**src/rtl/door_pkg.sv**
```systemverilog
// door_pkg: state encoding and yt width shared by the door controller and its bench.
package door_pkg;
   localparam int YT_W = 3;
   typedef enum logic [YT_W-1:0] {
      CLOSED  = 3'd0,
      OPENING = 3'd1,
      OPEN    = 3'd2,
      CLOSING = 3'd3,
      LOCKED  = 3'd4,
      ALARM   = 3'd5,
      FAULT   = 3'd6
   } state_e;
endpackage

```
**src/rtl/door_ctrl_param_if.sv**
```systemverilog
// door_ctrl_param_if: sensor inputs and motor/status outputs of the door controller.
interface door_ctrl_param_if #(parameter int MAX_ATTEMPTS = 3);
   import door_pkg::*;
   localparam int FW = $clog2(MAX_ATTEMPTS + 1);
   logic pa, pp, mo, lk, l, m, r;
   logic m2l, l2m, m2r, r2m, bt, alarm, fault;
   logic [YT_W-1:0] yt;
   logic [FW-1:0] fail_cnt;
   modport master (
      output pa, pp, mo, lk, l, m, r,
      input  m2l, l2m, m2r, r2m, bt, alarm, fault, yt, fail_cnt
   );
   modport slave (
      input  pa, pp, mo, lk, l, m, r,
      output m2l, l2m, m2r, r2m, bt, alarm, fault, yt, fail_cnt
   );
endinterface

```
**src/rtl/door_timer.sv**
```systemverilog
// door_timer: saturating up/down counter; done flags the step that lands on the end value.
module door_timer #(
   parameter int W     = 3,
   parameter int LIMIT = 4,
   parameter bit UP    = 1'b0
) (
   input  logic clk,
   input  logic reset,
   input  logic load,
   input  logic en,
   output logic done
);
   logic [W-1:0] q, nxt, tgt;
   assign tgt  = UP ? W'(LIMIT) : '0;
   assign nxt  = q == tgt ? q : UP ? q + 1'b1 : q - 1'b1;
   assign done = en && nxt == tgt;
   always_ff @(posedge clk or negedge reset)
      if (!reset) q <= '0;
      else if (load) q <= UP ? '0 : W'(LIMIT);
      else if (en) q <= nxt;
endmodule

```
**src/rtl/door_ctrl_param.sv**
```systemverilog
// door_ctrl_param: two-leaf sliding door FSM with hold timer, obstruction reversal,
// expiring lock-attempt counter and latched motor-timeout fault.
module door_ctrl_param
   import door_pkg::*;
#(
   parameter int HOLD_CYCLES    = 4,
   parameter int MAX_ATTEMPTS   = 3,
   parameter int ATTEMPT_WINDOW = 16,
   parameter int MOTOR_TIMEOUT  = 8
) (
   input  logic clk,
   input  logic reset,
   door_ctrl_param_if.slave bus
);
   localparam int FW = $clog2(MAX_ATTEMPTS + 1);
   localparam int HW = $clog2(HOLD_CYCLES + 1);
   localparam int MW = $clog2(MOTOR_TIMEOUT + 1);
   localparam int WW = $clog2(ATTEMPT_WINDOW + 1);
   state_e state;
   logic mo_q;
   logic [FW-1:0] fail_cnt;
   logic attempt, someone, to_open, go_opening, go_closing;
   logic hold_done, mot_done, win_done;
   assign someone    = bus.pa | bus.pp;
   assign attempt    = bus.mo & ~mo_q;
   assign to_open    = state == OPENING && bus.l && bus.r;
   assign go_opening = (state == CLOSED && !bus.lk && (bus.pa | bus.mo)) || (state == CLOSING && someone);
   assign go_closing = state == OPEN && !someone && hold_done;
   door_timer #(.W(HW), .LIMIT(HOLD_CYCLES), .UP(1'b0)) u_hold (
      .clk, .reset, .load(to_open || (state == OPEN && someone)), .en(state == OPEN), .done(hold_done)
   );
   door_timer #(.W(MW), .LIMIT(MOTOR_TIMEOUT), .UP(1'b1)) u_motor (
      .clk, .reset, .load(go_opening || go_closing), .en(state == OPENING || state == CLOSING), .done(mot_done)
   );
   door_timer #(.W(WW), .LIMIT(ATTEMPT_WINDOW), .UP(1'b1)) u_window (
      .clk, .reset, .load(state == LOCKED && bus.lk && attempt), .en(state == LOCKED), .done(win_done)
   );
   // unlock beats a simultaneous attempt; an attempt restarts the window before expiry is considered
   always_ff @(posedge clk or negedge reset)
      if (!reset) begin
         state    <= CLOSED;
         mo_q     <= 1'b0;
         fail_cnt <= '0;
      end else begin
         mo_q <= bus.mo;
         case (state)
            CLOSED:  state <= bus.lk ? LOCKED : go_opening ? OPENING : CLOSED;
            OPENING: state <= to_open ? OPEN : mot_done ? FAULT : OPENING;
            OPEN:    state <= go_closing ? CLOSING : OPEN;
            CLOSING: state <= go_opening ? OPENING : bus.m ? CLOSED : mot_done ? FAULT : CLOSING;
            LOCKED:
               if (!bus.lk) begin
                  state    <= CLOSED;
                  fail_cnt <= '0;
               end else if (attempt) begin
                  state    <= fail_cnt + 1'b1 == FW'(MAX_ATTEMPTS) ? ALARM : LOCKED;
                  fail_cnt <= fail_cnt + 1'b1;
               end else if (win_done) fail_cnt <= '0;
            ALARM:   state <= ALARM;
            FAULT:   state <= FAULT;
            default: state <= CLOSED;
         endcase
      end
   assign bus.m2l      = state == OPENING;
   assign bus.m2r      = state == OPENING;
   assign bus.l2m      = state == CLOSING;
   assign bus.r2m      = state == CLOSING;
   assign bus.bt       = state == LOCKED || state == ALARM;
   assign bus.alarm    = state == ALARM;
   assign bus.fault    = state == FAULT;
   assign bus.yt       = state;
   assign bus.fail_cnt = fail_cnt;
endmodule

```
**src/flat_wrapper.sv**
```systemverilog
// flat-port wrapper written by rule: the top's interface ports become plain ports
module door_ctrl_param_flat import door_pkg::*;
#(
   parameter int HOLD_CYCLES    = 4,
   parameter int MAX_ATTEMPTS   = 3,
   parameter int ATTEMPT_WINDOW = 16,
   parameter int MOTOR_TIMEOUT  = 8
)
  (clk, reset, bus_pa, bus_pp, bus_mo, bus_lk, bus_l, bus_m, bus_r, bus_m2l, bus_l2m, bus_m2r, bus_r2m, bus_bt, bus_alarm, bus_fault, bus_yt, bus_fail_cnt);
  door_ctrl_param_if #(.MAX_ATTEMPTS(MAX_ATTEMPTS)) bus_i ();
  input  logic clk;
  input  logic reset;
  input wire logic [$bits(bus_i.pa)-1:0] bus_pa;
  input wire logic [$bits(bus_i.pp)-1:0] bus_pp;
  input wire logic [$bits(bus_i.mo)-1:0] bus_mo;
  input wire logic [$bits(bus_i.lk)-1:0] bus_lk;
  input wire logic [$bits(bus_i.l)-1:0] bus_l;
  input wire logic [$bits(bus_i.m)-1:0] bus_m;
  input wire logic [$bits(bus_i.r)-1:0] bus_r;
  output wire logic [$bits(bus_i.m2l)-1:0] bus_m2l;
  output wire logic [$bits(bus_i.l2m)-1:0] bus_l2m;
  output wire logic [$bits(bus_i.m2r)-1:0] bus_m2r;
  output wire logic [$bits(bus_i.r2m)-1:0] bus_r2m;
  output wire logic [$bits(bus_i.bt)-1:0] bus_bt;
  output wire logic [$bits(bus_i.alarm)-1:0] bus_alarm;
  output wire logic [$bits(bus_i.fault)-1:0] bus_fault;
  output wire logic [$bits(bus_i.yt)-1:0] bus_yt;
  output wire logic [$bits(bus_i.fail_cnt)-1:0] bus_fail_cnt;
  assign bus_i.pa = bus_pa;
  assign bus_i.pp = bus_pp;
  assign bus_i.mo = bus_mo;
  assign bus_i.lk = bus_lk;
  assign bus_i.l = bus_l;
  assign bus_i.m = bus_m;
  assign bus_i.r = bus_r;
  assign bus_m2l = bus_i.m2l;
  assign bus_l2m = bus_i.l2m;
  assign bus_m2r = bus_i.m2r;
  assign bus_r2m = bus_i.r2m;
  assign bus_bt = bus_i.bt;
  assign bus_alarm = bus_i.alarm;
  assign bus_fault = bus_i.fault;
  assign bus_yt = bus_i.yt;
  assign bus_fail_cnt = bus_i.fail_cnt;
  door_ctrl_param #(.HOLD_CYCLES(HOLD_CYCLES), .MAX_ATTEMPTS(MAX_ATTEMPTS), .ATTEMPT_WINDOW(ATTEMPT_WINDOW), .MOTOR_TIMEOUT(MOTOR_TIMEOUT)) u_core (.clk(clk), .reset(reset), .bus(bus_i));
endmodule
```
**config.mk**
```make
export PLATFORM = sky130hd
export DESIGN_NAME = door_ctrl_param_flat
export DESIGN_NICKNAME = d
export VERILOG_FILES = /design/src/rtl/door_pkg.sv /design/src/rtl/door_ctrl_param_if.sv /design/src/rtl/door_timer.sv /design/src/rtl/door_ctrl_param.sv /design/src/flat_wrapper.sv
export SDC_FILE = /design/constraint.sdc
export NUM_CORES = 1
export LEC_CHECK = 0
export ABC_CLOCK_PERIOD_IN_PS = 2100
export CORE_AREA = 2 2 57 59
export DETAILED_ROUTE_END_ITERATION = 16
export DIE_AREA = 0 0 59 61
export PLACE_DENSITY = 0.67
export SETUP_SLACK_MARGIN = 0.4
export SLEW_MARGIN = 20
export SYNTH_ARGS = -nofsm -noshare
export SYNTH_HDL_FRONTEND = slang
export SYNTH_SLANG_ARGS = --single-unit
```
**constraint.sdc**
```tcl
create_clock -name clk -period 2.1 [get_ports clk]
set_input_delay 0.42 -clock clk [delete_from_list [all_inputs] [get_ports clk]]
set_output_delay 0.42 -clock clk [all_outputs]
set_load 0.02 [all_outputs]
```
# Yosys cells after proc, flatten, opt, wreduce, memory -nomap -nowiden
# Cells that the tools add are included.
# Widths: inputs -> output; s select.
# word_totals
reg_bits	18
elab_cells	78
# op_classes
n_addsub	4
n_eq_ne	13
n_mux	24
bitwise	4
reduce_logical	27
# op_table
op	n
$mux 3	11
$pmux 3 s7	1
$mux 5	3
$logic_and 1x1->1	13
$mux 4	3
$eq 5x5->1 const B	2
$eq 3x3->1 const B	3
$logic_not 3->1	3
$eq 4x4->1 const B	2
$eq 3x2->1 const B	2
$mux 2	3
$reduce_bool 2->1	3
$add 5x1->5 const B	1
$logic_or 1x1->1	5
$add 4x1->4 const B	1
$eq 3x1->1 const B	1
$mux 1	3
$ne 3x1->1 const B	1
$ne 3x2->1 const B	1
$sub 3x1->3 const B	1
$add 2x1->2 const B	1
$eq 2x2->1 const B	1
$logic_not 1->1	2
$or 1x1->1	2
3 further kinds	3

# Logic depth before layout (Yosys ltp)
# Gate-level depths: netlist of run 1.
# depth
depth_word	8
mapped_depth	7

# Modules after synthesis
# Synthesis of run 1 repeated with hierarchy kept, for this count alone.
# unflattened
cells_unflattened	157
area_unflattened_um2	1430.1
# modules_own_cells
module	n_inst	cells_per_inst	area_each_um2	seq_area_each_um2
door_ctrl_param	1	64	549.3	150.1
door_timer (u_core.u_window)	1	41	360.3	125.1
door_timer (u_core.u_motor)	1	30	300.3	100.1
door_timer (u_core.u_hold)	1	22	220.2	75.1

# Worst setup path after synthesis of run 1
# OpenSTA, ideal clock, no wires.
# synth_timing
path_type	reg2out
from	reg u_core.state[0], in the netlist u_core.bus.yt[0]
to	out bus_r2m
arrival_time_ns	1.473
setup_slack_ns	0.207
path_stages_with_launch	5
path_buffers	2
path_cell_list	dfrtp_1 -> clkbuf_1 -> nor2b_1 -> and2_1 -> buf_4
# synth_via
elab_chain_cells	1
# synth_lines
element	line	source
start, declared	door_ctrl_param.sv:19	state_e state;
start signal, assigned	door_ctrl_param.sv:47	CLOSED: state <= bus.lk ? LOCKED : go_opening ? OPENING : CLOSED;
start signal, assigned	door_ctrl_param.sv:48	OPENING: state <= to_open ? OPEN : mot_done ? FAULT : OPENING;
start signal, assigned	door_ctrl_param.sv:49	OPEN: state <= go_closing ? CLOSING : OPEN;
$eq 3x2->1	--	
end, declared	flat_wrapper.sv:23	output wire logic [$bits(bus_i.r2m)-1:0] bus_r2m;
# No other way between the ends.

# Worst setup path in the final report of run 1
# layout_timing
from	reg u_core.state[2], in the netlist u_core.bus.yt[2]
to	reg u_core.u_motor.q[1]
# layout_via
elab_chain_cells	6
elab_cells_between_ends	15
cone_classes	eq/ne: 3; mux: 1; reduce/logical: 11
# layout_lines
element	line	source
$logic_not 3->1	door_ctrl_param.sv:27	assign go_opening = (state == CLOSED && !bus.lk && (bus.pa | bus.mo)) || (state == CLOSING && someone);
$logic_and 1x1->1 (2 in a row)	door_ctrl_param.sv:27	
$logic_or 1x1->1	door_ctrl_param.sv:27	
$logic_or 1x1->1	door_ctrl_param.sv:33	.clk, .reset, .load(go_opening || go_closing), .en(state == OPENING || state == CLOSING), .done(mot_done)
$mux 4 / $reduce_bool 2->1 (equally long branches)	--	
end signal, assigned	door_timer.sv:19	else if (load) q <= UP ? '0 : W'(LIMIT);
end signal, assigned	door_timer.sv:20	else if (en) q <= nxt;
end, declared	door_timer.sv:13	logic [W-1:0] q, nxt, tgt;
# Several ways; a longest one is shown, not always the timed one.
# A chain may end at the register's enable or synchronous reset.

==> metrics.md, run 1 <==
| Metric | Value |
|---|---|
| Flops & latches, synth | `18` |
| Clock power share | `9.1%` |
| Status | `completed` |
| Vias in the first global route | `1198` |
| Hold_ws | `0.458 ns` |
| Post-synth top area share | `34.9%` |
| Tot GR Track Use | `18.4%` |
| Worst Path Arrival | `1.98 ns` |
| Drt via density | `5.68` |
| Min-Delay Path Class | `primary input to async pin` |
| GRT overflow | `0` |
| Setup TNS | `0 ns` |
| CP endpoint kind | `flop` |
| Total Power | `2330 uW` |
| Die Wd | `59 um` |
| Critical Path Max Stage Delay | `0.53 ns` |
| Fmax | `558 MHz` |
| Slew @ Worst Pin | `0.299 ns` |
| Ys Warns | `0` |
| CP Data Required Time | `2.29 ns` |
| Final ANT Viol Nets | `0` |
| IR Drop Worst-Case VDD | `0.575 mV` |
| Switch Pwr | `1010 uW` |
| Top_reg_cell synth | `dfrtp_1` |
| Number of synthesized flops with an enable pin | `0` |
| Pwr dens | `1340 mW/mm^2` |
| Final worst slack | `0.307 ns` |
| Slew HR | `79.5%` |
| Leading cell type in the layout, fill and taps excluded | `buf_4` |
| Full die area | `0.00360 mm^2` |
| Final net count | `204` |
| Synth area leader | `dfrtp_1` |
| Iter 0 DRT Violations | `48` |
| Die Ht | `61 um` |
| Htree depth | `1` |
| I/O Buffers | `20` |
| P_leak | `0.000799 uW` |
| Root Driver | `clkbuf_4` |
| Asr flop ratio synth | `100%` |
| Period utilisation layout | `85.4%` |
| Clock buffer count from CTS | `3` |
| CP cell instances | `buf_6 > buf_6 > or4_4 > o311ai_4 > buf_6 > a21oi_1` |
| Vias | `1244` |
| Setup violators final | `0` |
| Setup Skew | `0.000503 ns` |
| Most frequent cells in the layout | `buf_4, nor2_1, dfrtp_1` |
| Avg Inst Size Synth | `8.78 um^2` |
| Pre-CTS setup slack | `0.0744 ns` |
| Overall routed net length | `3090 um` |
| First-pass GRT wire length | `5140 um` |
| Core area | `0.00295 mm^2` |
| Final min period | `1.79 ns` |
| Worst-path maximum fanout | `4` |
| Clock Sinks | `18` |
| CP most frequent cell | `buf_6` |
| CTS tree | `built` |
| Fill count | `262` |
| Clock Latency Late Sink | `0.29 ns` |
| Critical path class | `flop to flop` |
| Area contributors post-synth | `dfrtp_1, ha_1, nor2_1` |
| Power Internal | `1320 uW` |
| Hold violation count in the final report | `0` |
| Synthesized area | `0.00129 mm^2` |
| Placement row count | `20` |
| Initial core utilization | `43.7%` |
| Unrepaired setup endpoints after global routing | `yes` |
| Share of power burned in combinational logic | `62.8%` |
| Post-route DRC violation count | `0` |
| Wire per inst | `14.1 um` |
| Fin. max-slew vios | `0` |
| Placed wire-length estimate | `2160 um` |
| Drt first pass iters | `4` |
| Deepest clock path buffer count | `2` |
| Register area share after synthesis | `34.9%` |
| Slowest CP cell | `or4_4` |
| N_diodes | `0` |
| Startpoint Class | `flop` |
| Netlist cell types | `46` |
| Clock Pin Slew Worst Setup and Hold Paths | `0.10 ns` |
| Area Growth Syn to Fin | `35.2%` |
| Initial antenna violation count | `0` |
| Sequential share of power | `28.1%` |
| # Max-Cap Violations | `0` |
| Largest net degree at the start of global routing | `19` |
| Synth Instances | `147` |
| Switching share of total power | `43.5%` |
| GPL Wtd Cong | `0.952` |
| Num ports | `21` |
| Ratio of cells with drive above 1 in the final layout | `29.0%` |
| Syn_nets | `164` |
==> cells in the mapped netlist (2+ instances only) <==
| cell type | instances |
|---|---|
| dfrtp_1 | 18 |
| a21oi_1 | 7 |
| and2_1 | 3 |
| a21o_1 | 2 |
| clkbuf_1 | 4 |
| nor2b_1 | 4 |
| nor2_1 | 16 |
| nand2b_1 | 5 |
| a22o_1 | 2 |
| nand3_1 | 4 |
| nand2_1 | 9 |
| xnor2_1 | 3 |
| mux2i_1 | 3 |
| o31ai_1 | 3 |
| o2bb2ai_1 | 2 |
| nor3_1 | 4 |
| inv_1 | 11 |
| buf_4 | 2 |
| a211o_1 | 2 |
| and3b_1 | 2 |
| o21ai_1 | 2 |
| ha_1 | 8 |
| o21ai_0 | 8 |
==> kinds of logic after synthesis <==
group / Yosys count / share of synthesized area, %
fa+ha+maj: 8 / 7.76
compound gates: 41 / 23.7
buf+inv: 18 / 6.40
flops: 18 / 34.9
mux: 3 / 2.33
simple gates: 56 / 22.9
xor+xnor: 3 / 2.04
==> cell type report <==
class                      count  area [um^2]  area share (%)
timing repair buffer          41          333            19.1
tap                           33         41.3            2.37
inverter                      11         43.8            2.51
clock buffer                   4         36.3            2.08
multi-input combinational    112          835            47.8
sequential                    18          455            26.1
==> routing by layer <==
layer | global-route usage, % | wire, um
met1 | 24.7 | 1460
met2 | 31.1 | 1480
met3 | 2.77 | 105
met4 | 5.19 | 51
met5 | 0 | 0
==> metrics by stage <==
step	std cells	cell area, um^2	util (%)
3_5_place_dp	199	1550	52.5
2_1_floorplan	147	1310	-
5_1_grt	219	1740	59.1
6_report	219	1740	59.1
4_1_cts	208	1600	54.2
3_3_place_gp	199	1550	52.5
==> registers in the layout (all words and copies together) (netlist names) <==
register             flops
u_core.u_window.q        5
u_core.u_motor.q         4
u_core.bus.yt            3
u_core.u_hold.q          3
u_core.bus.fail_cnt      2
u_core.mo_q              1
==> worst paths after layout <==
check	from	endpoint	slack [ns]	cells past startpoint
setup reg to reg	u_core.bus.yt[2]$_DFFE_PN0P_	u_core.u_motor.q[1]$_DFFE_PN0P_	0.31	6
min in group clk	u_core.u_hold.q[2]$_DFFE_PN0P_	u_core.u_hold.q[2]$_DFFE_PN0P_	0.53	1
hold / removal	reset	u_core.u_window.q[1]$_DFFE_PN0P_	0.46	2
setup / recovery	u_core.bus.yt[2]$_DFFE_PN0P_	u_core.u_motor.q[1]$_DFFE_PN0P_	0.31	6
max in group asynchronous	reset	u_core.u_hold.q[0]$_DFFE_PN0P_	1.43	2
hold reg to reg	u_core.u_hold.q[2]$_DFFE_PN0P_	u_core.u_hold.q[2]$_DFFE_PN0P_	0.53	1
==> power by group through the flow <==
stage	sequential (uW)	clock [uW]	combinational (uW)
3_3_place_gp	662	0	1130
3_5_place_dp	674	0	1170
5_1_grt	688	231	1600
2_1_floorplan	653	0	808
4_1_cts	646	221	1190
6_report	657	212	1470
==> repair_timing <==
action | in CTS | in global routing
hold buffers | 0 | 0
gates resized for setup | 27 | 25
gates cloned | 0 | 1
pin swaps | 2 | 6
setup endpoints to repair | 24 | 24
buffers inserted | 5 | 10
==> critical path, delay by kind of cell, from the launching register on <==
family	cells	cell delay (ns)
compound gates	2	0.34
flops	1	0.44
buf+inv	3	0.38
simple gates	1	0.53
Power figures use the tool's default switching activity.
==> run 2, diff against run 1 <==
==> constraint.sdc (replaced) <==
create_clock -name clk -period 2.1 [get_ports clk]
set_input_delay 0.42 -clock clk [delete_from_list [all_inputs] [get_ports clk]]
set_output_delay 0.42 -clock clk [all_outputs]
set_load 0.005 [all_outputs]
==> run 2 against run 1 <==
Sequential share of layout area fell by 1.5 points. Cell area up 6.1%. Cell count is 3.7% higher. Die area unchanged. Global-route usage is 0.83 points higher. Largest cell class unchanged. Largest power group unchanged. Highest routed layer unchanged.
==> metrics.md, run 2 (synthesis results as in run 1) <==
| Metric | Value |
|---|---|
| Clock Sinks | `18 (unchanged)` |
| CTS tree | `built (unchanged)` |
| Clock buffer count from CTS | `3 (unchanged)` |
| Overall routed net length | `3260 um (was 3090 um)` |
| Vias in the first global route | `1238 (was 1198)` |
| Pwr dens | `1320 mW/mm^2 (was 1340 mW/mm^2)` |
| Largest net degree at the start of global routing | `19 (unchanged)` |
| IR Drop Worst-Case VDD | `0.706 mV (was 0.575 mV)` |
| Full die area | `0.00360 mm^2 (unchanged)` |
| Worst Path Arrival | `2.01 ns (was 1.98 ns)` |
| Final worst slack | `0.337 ns (was 0.307 ns)` |
| Fin cells | `227 (was 219)` |
| Total Power | `2440 uW (was 2330 uW)` |
| Setup violators final | `0 (unchanged)` |
| Die Ht | `61 um (unchanged)` |
| Fill count | `251 (was 262)` |
| I/O Buffers | `20 (unchanged)` |
| Most frequent cells in the layout | `buf_4, dfrtp_1, nor2_1 (was buf_4, nor2_1, dfrtp_1)` |
| Tot GR Track Use | `19.2% (was 18.4%)` |
| Startpoint Class | `primary input (was flop)` |
| GRT overflow | `0 (unchanged)` |
| Setup Skew | `0.0124 ns (was 0.000503 ns)` |
| Hold_ws | `0.444 ns (was 0.458 ns)` |
| Vias | `1255 (was 1244)` |
| CP endpoint kind | `flop (unchanged)` |
| Final net count | `212 (was 204)` |
| Period utilisation layout | `83.9% (was 85.4%)` |
| Largest Register | `u_core.u_window.q (unchanged)` |
| Core area | `0.00295 mm^2 (unchanged)` |
| Post-route DRC violation count | `0 (unchanged)` |
| CP cell instances | `clkdlybuf4s50_1 > or4_4 > o311ai_4 > o32a_1 (was buf_6 > buf_6 > or4_4 > o311ai_4 > buf_6 > a21oi_1)` |
| Placement row count | `20 (unchanged)` |
| FF-to-FF setup slack | `0.34 ns (was 0.31 ns)` |
| Initial core utilization | `43.7% (unchanged)` |
| Placed wire-length estimate | `2160 um (about the same)` |
| Ratio of cells with drive above 1 in the final layout | `34.0% (was 29.0%)` |
| P_leak | `0.000842 uW (was 0.000799 uW)` |
| Slew HR | `78.0% (was 79.5%)` |
| Initial antenna violation count | `0 (unchanged)` |
| First-pass GRT wire length | `5260 um (was 5140 um)` |
| N_diodes | `0 (unchanged)` |
| Num ports | `21 (unchanged)` |
| Number of flip-flops in the largest register | `5 (unchanged)` |
| Root Driver | `clkbuf_4 (unchanged)` |
| # Max-Cap Violations | `0 (unchanged)` |
| Fin. max-slew vios | `0 (unchanged)` |
| Clock Pin Slew Worst Setup and Hold Paths | `0.11 ns (was 0.10 ns)` |
| Placed Cells | `199 (unchanged)` |
| Htree depth | `1 (unchanged)` |
| Clock Latency Late Sink | `0.30 ns (was 0.29 ns)` |
| Unrepaired setup endpoints after global routing | `yes (unchanged)` |
| Critical Path Start | `bus_pp (was u_core.bus.yt[2]$_DFFE_PN0P_)` |
| Min-Delay Path Class | `primary input to async pin (unchanged)` |
| Slowest CP cell | `or4_4 (unchanged)` |
| Final ANT Viol Nets | `0 (unchanged)` |
| Biggest regs | `u_core.u_window.q (5), u_core.u_motor.q (4) (unchanged)` |
| Critical path class | `primary input to flop (was flop to flop)` |
| Die Wd | `59 um (unchanged)` |
| Iter 0 DRT Violations | `49 (was 48)` |
| Deepest clock path buffer count | `2 (unchanged)` |
| Setup TNS | `0 ns (unchanged)` |
| Final min period | `1.76 ns (was 1.79 ns)` |
| Drt via density | `5.53 (was 5.68)` |
| Worst-path maximum fanout | `5 (was 4)` |
| Drt first pass iters | `4 (unchanged)` |
| R2R depth | `5 (was 6)` |
| Status | `completed (unchanged)` |
| Crit Reg-Reg Endpoint | `u_core.bus.yt[0]$_DFFE_PN0P_ (was u_core.u_motor.q[1]$_DFFE_PN0P_)` |
| Pre-CTS setup slack | `0.0821 ns (was 0.0744 ns)` |
| Critical Path Max Stage Delay | `0.53 ns (about the same)` |
| Wire per inst | `14.3 um (was 14.1 um)` |
| Hold violation count in the final report | `0 (unchanged)` |
| GPL Wtd Cong | `0.822 (was 0.952)` |
| Leading cell type in the layout, fill and taps excluded | `buf_4 (unchanged)` |
| Area Growth Syn to Fin | `43.5% (was 35.2%)` |
| Slew @ Worst Pin | `0.325 ns (was 0.299 ns)` |
| Reg2reg start | `u_core.bus.yt[0]$_DFFE_PN0P_ (was u_core.bus.yt[2]$_DFFE_PN0P_)` |
| Fmax | `567 MHz (was 558 MHz)` |
| CP Capture Point | `u_core.bus.yt[0]$_DFFE_PN0P_ (was u_core.u_motor.q[1]$_DFFE_PN0P_)` |
| CP Data Required Time | `2.34 ns (was 2.29 ns)` |
## run 2: cell count changes in the layout (fill, tap and decap cells not counted), sizes merged
cell,before,now
or3b,2,1
clkdlybuf4s15,0,1
clkdlybuf4s50,8,10
buf,26,33
dlygate4sd2,5,3
clkbuf,6,7
## run 2: final cells by class
class / instances / area, um^2 / share of cell area (%)
tap: 33 / 41.3 / 2.23
multi-input combinational: 111 / 842 / 45.5
sequential: 18 / 455 / 24.6
timing repair buffer: 50 / 434 / 23.5
clock buffer: 4 / 36.3 / 1.96
inverter: 11 / 41.3 / 2.23
## run 2: worst max-delay path: cells and delay by family
family / cells / cell delay [ns]
AO/OA/AOI/OAI: 2 / 0.58
AND/OR/NAND/NOR: 1 / 0.53
buffers and inverters: 1 / 0.48
## run 2: timing repair
action / 4_1_cts / 5_1_grt
pin swaps: 5 / 10
hold buffers: 0 / 0
resized for setup: 38 / 22
endpoints found under the setup margin: 19 / 20
buffers inserted: 19 / 5
## run 2: per-stage QoR
stage / instance area, um^2 / utilization (%)
global placement: 1540 / 52.2
CTS: 1760 / 59.7
finish: 1850 / 62.7
floorplan: 1290 / -
global route: 1850 / 62.7
detailed placement: 1540 / 52.2
## run 2: worst min-delay path by stage
stage	end	depth (start not counted)	slack, ns	from
after floorplan	u_core.bus.fail_cnt[0]$_DFFE_PN0P_	0	0.12	reset
after global placement	u_core.u_hold.q[1]$_DFFE_PN0P_	1	0.51	u_core.u_hold.q[1]$_DFFE_PN0P_
after detailed placement	u_core.u_hold.q[1]$_DFFE_PN0P_	1	0.51	u_core.u_hold.q[1]$_DFFE_PN0P_
after CTS	u_core.u_window.q[2]$_DFFE_PN0P_	2	0.45	reset
after global routing	u_core.u_window.q[2]$_DFFE_PN0P_	2	0.45	reset
final	u_core.u_window.q[4]$_DFFE_PN0P_	2	0.44	reset
## run 2: where the power goes
| group | internal (uW) | switching [uW] |
|---|---|---|
| sequential | 479 | 151 |
| clock | 106 | 108 |
| combinational | 889 | 712 |
| total | 1470 | 970 |
## run 2: layer usage
| layer | track usage, % | vias up | wire [um] |
|---|---|---|---|
| met5 | 0 | - | 0 |
| met4 | 3.90 | 0 | 22 |
| met2 | 35.4 | 24 | 1740 |
| met1 | 23.0 | 609 | 1370 |
| li1 | - | 618 | - |
| met3 | 4.48 | 4 | 124 |
==> run 3, diff against run 2 <==
--- a/config.mk
+++ b/config.mk
@@ -5,7 +5,7 @@
 export SDC_FILE = /design/constraint.sdc
 export NUM_CORES = 1
 export LEC_CHECK = 0
-export ABC_CLOCK_PERIOD_IN_PS = 2100
+export ABC_CLOCK_PERIOD_IN_PS = 1700
 export CORE_AREA = 2 2 57 59
 export DETAILED_ROUTE_END_ITERATION = 16
 export DIE_AREA = 0 0 59 61
==> constraint.sdc (replaced) <==
create_clock -name clk -period 1.7 [get_ports clk]
set_input_delay 0.34 -clock clk [delete_from_list [all_inputs] [get_ports clk]]
set_output_delay 0.34 -clock clk [all_outputs]
set_load 0.005 [all_outputs]
==> run 3 against run 2 <==
The flow now finishes with violations (setup timing). Clock-buffer cell count stayed put. Via count increased by 6.3%. First-iteration DRC count down 41%. Power is 47% higher. Sequential power up 28%. Worst hold slack got worse by 0.094 ns. Setup slack worse by 0.52 ns. Die area stayed put. Cell area increased by 15%. Critical path depth grew 2. Sequential share of layout area down 3.2 points.
==> metrics.md, run 3 (synthesis results as in run 1) <==
| Metric | Value |
|---|---|
| Status | `finished with violations (was completed)` |
| Failing checks | `setup timing` |
| I/O Buffers | `20 (unchanged)` |
| Worst-path maximum fanout | `5 (unchanged)` |
| CP cell instances | `buf_6 > buf_6 > buf_6 > or4_4 > o311ai_4 > o32a_1 (was clkdlybuf4s50_1 > or4_4 > o311ai_4 > o32a_1)` |
| Drt first pass iters | `4 (unchanged)` |
| CP Data Required Time | `1.95 ns (was 2.34 ns)` |
| Crit. path cell count | `6 (was 4)` |
| Die Ht | `61 um (unchanged)` |
| CTS tree | `built (unchanged)` |
| CP top delay family | `compound AO/OA/AOI/OAI gates (unchanged)` |
| Worst Path Arrival | `2.13 ns (was 2.01 ns)` |
| Wire per inst | `15.4 um (was 14.3 um)` |
| Largest net degree at the start of global routing | `19 (unchanged)` |
| Post-route DRC violation count | `0 (unchanged)` |
| Clock Sinks | `18 (unchanged)` |
| R2R depth | `6 (was 5)` |
| Critical path class | `flop to flop (was primary input to flop)` |
| P_leak | `0.000954 uW (was 0.000842 uW)` |
| Unrepaired setup endpoints after global routing | `yes (unchanged)` |
| GRT overflow | `0 (unchanged)` |
| Fill count | `210 (was 251)` |
| Tot GR Track Use | `20.2% (was 19.2%)` |
| Slew HR | `75.8% (was 78.0%)` |
| CP most frequent cell | `buf_6` |
| Period utilisation layout | `111%` |
| Initial antenna violation count | `0 (unchanged)` |
| Ratio of cells with drive above 1 in the final layout | `48.3% (was 34.0%)` |
| Number of flip-flops in the largest register | `5 (unchanged)` |
| Clock Pin Slew Worst Setup and Hold Paths | `0.11 ns (about the same)` |
| Setup Skew | `0.00326 ns (was 0.0124 ns)` |
| Critical Path Max Stage Delay | `0.44 ns (was 0.53 ns)` |
| Clock buffer count from CTS | `3 (unchanged)` |
| Vias | `1334 (was 1255)` |
| Placement row count | `20 (unchanged)` |
| Overall routed net length | `3700 um (was 3260 um)` |
| Largest Register | `u_core.u_window.q (unchanged)` |
| Iter 0 DRT Violations | `29 (was 49)` |
| Initial core utilization | `43.7% (unchanged)` |
| Final worst slack | `-0.180 ns (was 0.337 ns)` |
| Final ANT Viol Nets | `0 (unchanged)` |
| # Max-Cap Violations | `0 (unchanged)` |
| Root Driver | `clkbuf_4 (unchanged)` |
| IR Drop Worst-Case VDD | `0.876 mV (was 0.706 mV)` |
| N_diodes | `0 (unchanged)` |
| Num ports | `21 (unchanged)` |
| Min-Delay Path Class | `primary input to async pin (unchanged)` |
| Startpoint Class | `flop (was primary input)` |
| Final min period | `1.88 ns` |
| Fmax | `532 MHz` |
| Final net count | `225 (was 212)` |
| Setup TNS | `-1.12 ns (was 0 ns)` |
| Htree depth | `1 (unchanged)` |
| Clock Latency Late Sink | `0.30 ns (about the same)` |
| First-pass GRT wire length | `5490 um (was 5260 um)` |
| Fin. max-slew vios | `0 (unchanged)` |
| Pwr dens | `1690 mW/mm^2 (was 1320 mW/mm^2)` |
| CP endpoint kind | `flop (unchanged)` |
| FF-to-FF setup slack | `-0.18 ns (was 0.34 ns)` |
| Core area | `0.00295 mm^2 (unchanged)` |
| Worst Path Buf+Inv | `3 (was 1)` |
| Drt via density | `5.56 (was 5.53)` |
| Core Util, Final | `71.9% (was 62.7%)` |
| Setup violators final | `10 (was 0)` |
| Hold violation count in the final report | `0 (unchanged)` |
| Slew @ Worst Pin | `0.358 ns (was 0.325 ns)` |
| GPL Wtd Cong | `0.918 (was 0.822)` |
| Die Wd | `59 um (unchanged)` |
| Slowest CP cell | `dfrtp_1 (was or4_4)` |
| Vias in the first global route | `1224 (was 1238)` |
| Area Growth Syn to Fin | `64.7% (was 43.5%)` |
| Full die area | `0.00360 mm^2 (unchanged)` |
| Deepest clock path buffer count | `2 (unchanged)` |
| Most frequent cells in the layout | `buf_4, buf_6, dfrtp_1 (was buf_4, dfrtp_1, nor2_1)` |
| Placed wire-length estimate | `2390 um (was 2160 um)` |
| Leading cell type in the layout, fill and taps excluded | `buf_4 (unchanged)` |
| Biggest regs | `u_core.u_window.q (5), u_core.u_motor.q (4) (unchanged)` |
[run 3: per-layer routing]
layer,vias up,share of wire (%),GRT usage (%)
li1,644,-,-
met1,652,43,24.6
met2,29,52,37.0
met3,9,3.4,2.13
met4,0,1.9,6.82
met5,-,0,0
[run 3: cell type report]
type	count	area, um^2	share of cell area (%)
Tap cell	33	41.3	1.94
Timing Repair Buffer	63	581	27.3
Sequential cell	18	454	21.4
Multi-Input combinational cell	111	971	45.7
Inverter	11	41.3	1.94
Clock buffer	4	36.3	1.71
[run 3: worst reg2reg max path, cell delays in order (launching register included)]
cell      delay (ns)
dfrtp_1         0.44
buf_6           0.13
buf_6           0.10
buf_6           0.11
or4_4           0.44
o311ai_4        0.39
o32a_1          0.21
[run 3: where the power goes]
| group | switching (uW) | internal (uW) | total (uW) |
|---|---|---|---|
| Sequential | 215 | 589 | 804 |
| Combinational | 1070 | 1430 | 2500 |
| Clock | 141 | 131 | 272 |
[run 3: what timing repair did]
item | in CTS | in global routing
hold endpoints to repair | 0 | 0
setup endpoints to repair | 29 | 28
resized for setup | 51 | 47
pin swaps | 4 | 17
hold buffers | 0 | 0
buffers inserted | 14 | 9
[run 3: per-stage QoR]
stage,hold WS (ns),setup slack [ns],instances,instance area (um^2),total power [uW]
floorplan,0.0444,0.0463,147,1400,1870
global placement,0.515,-0.182,213,1730,2380
detailed placement,0.513,-0.215,213,1730,2460
CTS,0.356,-0.198,231,1930,3100
global route,0.358,-0.243,240,2120,3820
finish,0.351,-0.180,240,2120,3580
[run 3: path summary, 6_finish.rpt]
check                                               start                               end
setup / recovery             u_core.bus.yt[2]$_DFFE_PN0P_      u_core.bus.yt[0]$_DFFE_PN0P_
hold / removal                                      reset  u_core.u_window.q[3]$_DFFE_PN0P_
setup reg to reg             u_core.bus.yt[2]$_DFFE_PN0P_      u_core.bus.yt[0]$_DFFE_PN0P_
hold reg to reg            u_core.u_hold.q[2]$_DFFE_PN0P_    u_core.u_hold.q[2]$_DFFE_PN0P_
max in group asynchronous                           reset  u_core.u_window.q[0]$_DFFE_PN0P_
min in group clk           u_core.u_hold.q[2]$_DFFE_PN0P_    u_core.u_hold.q[2]$_DFFE_PN0P_
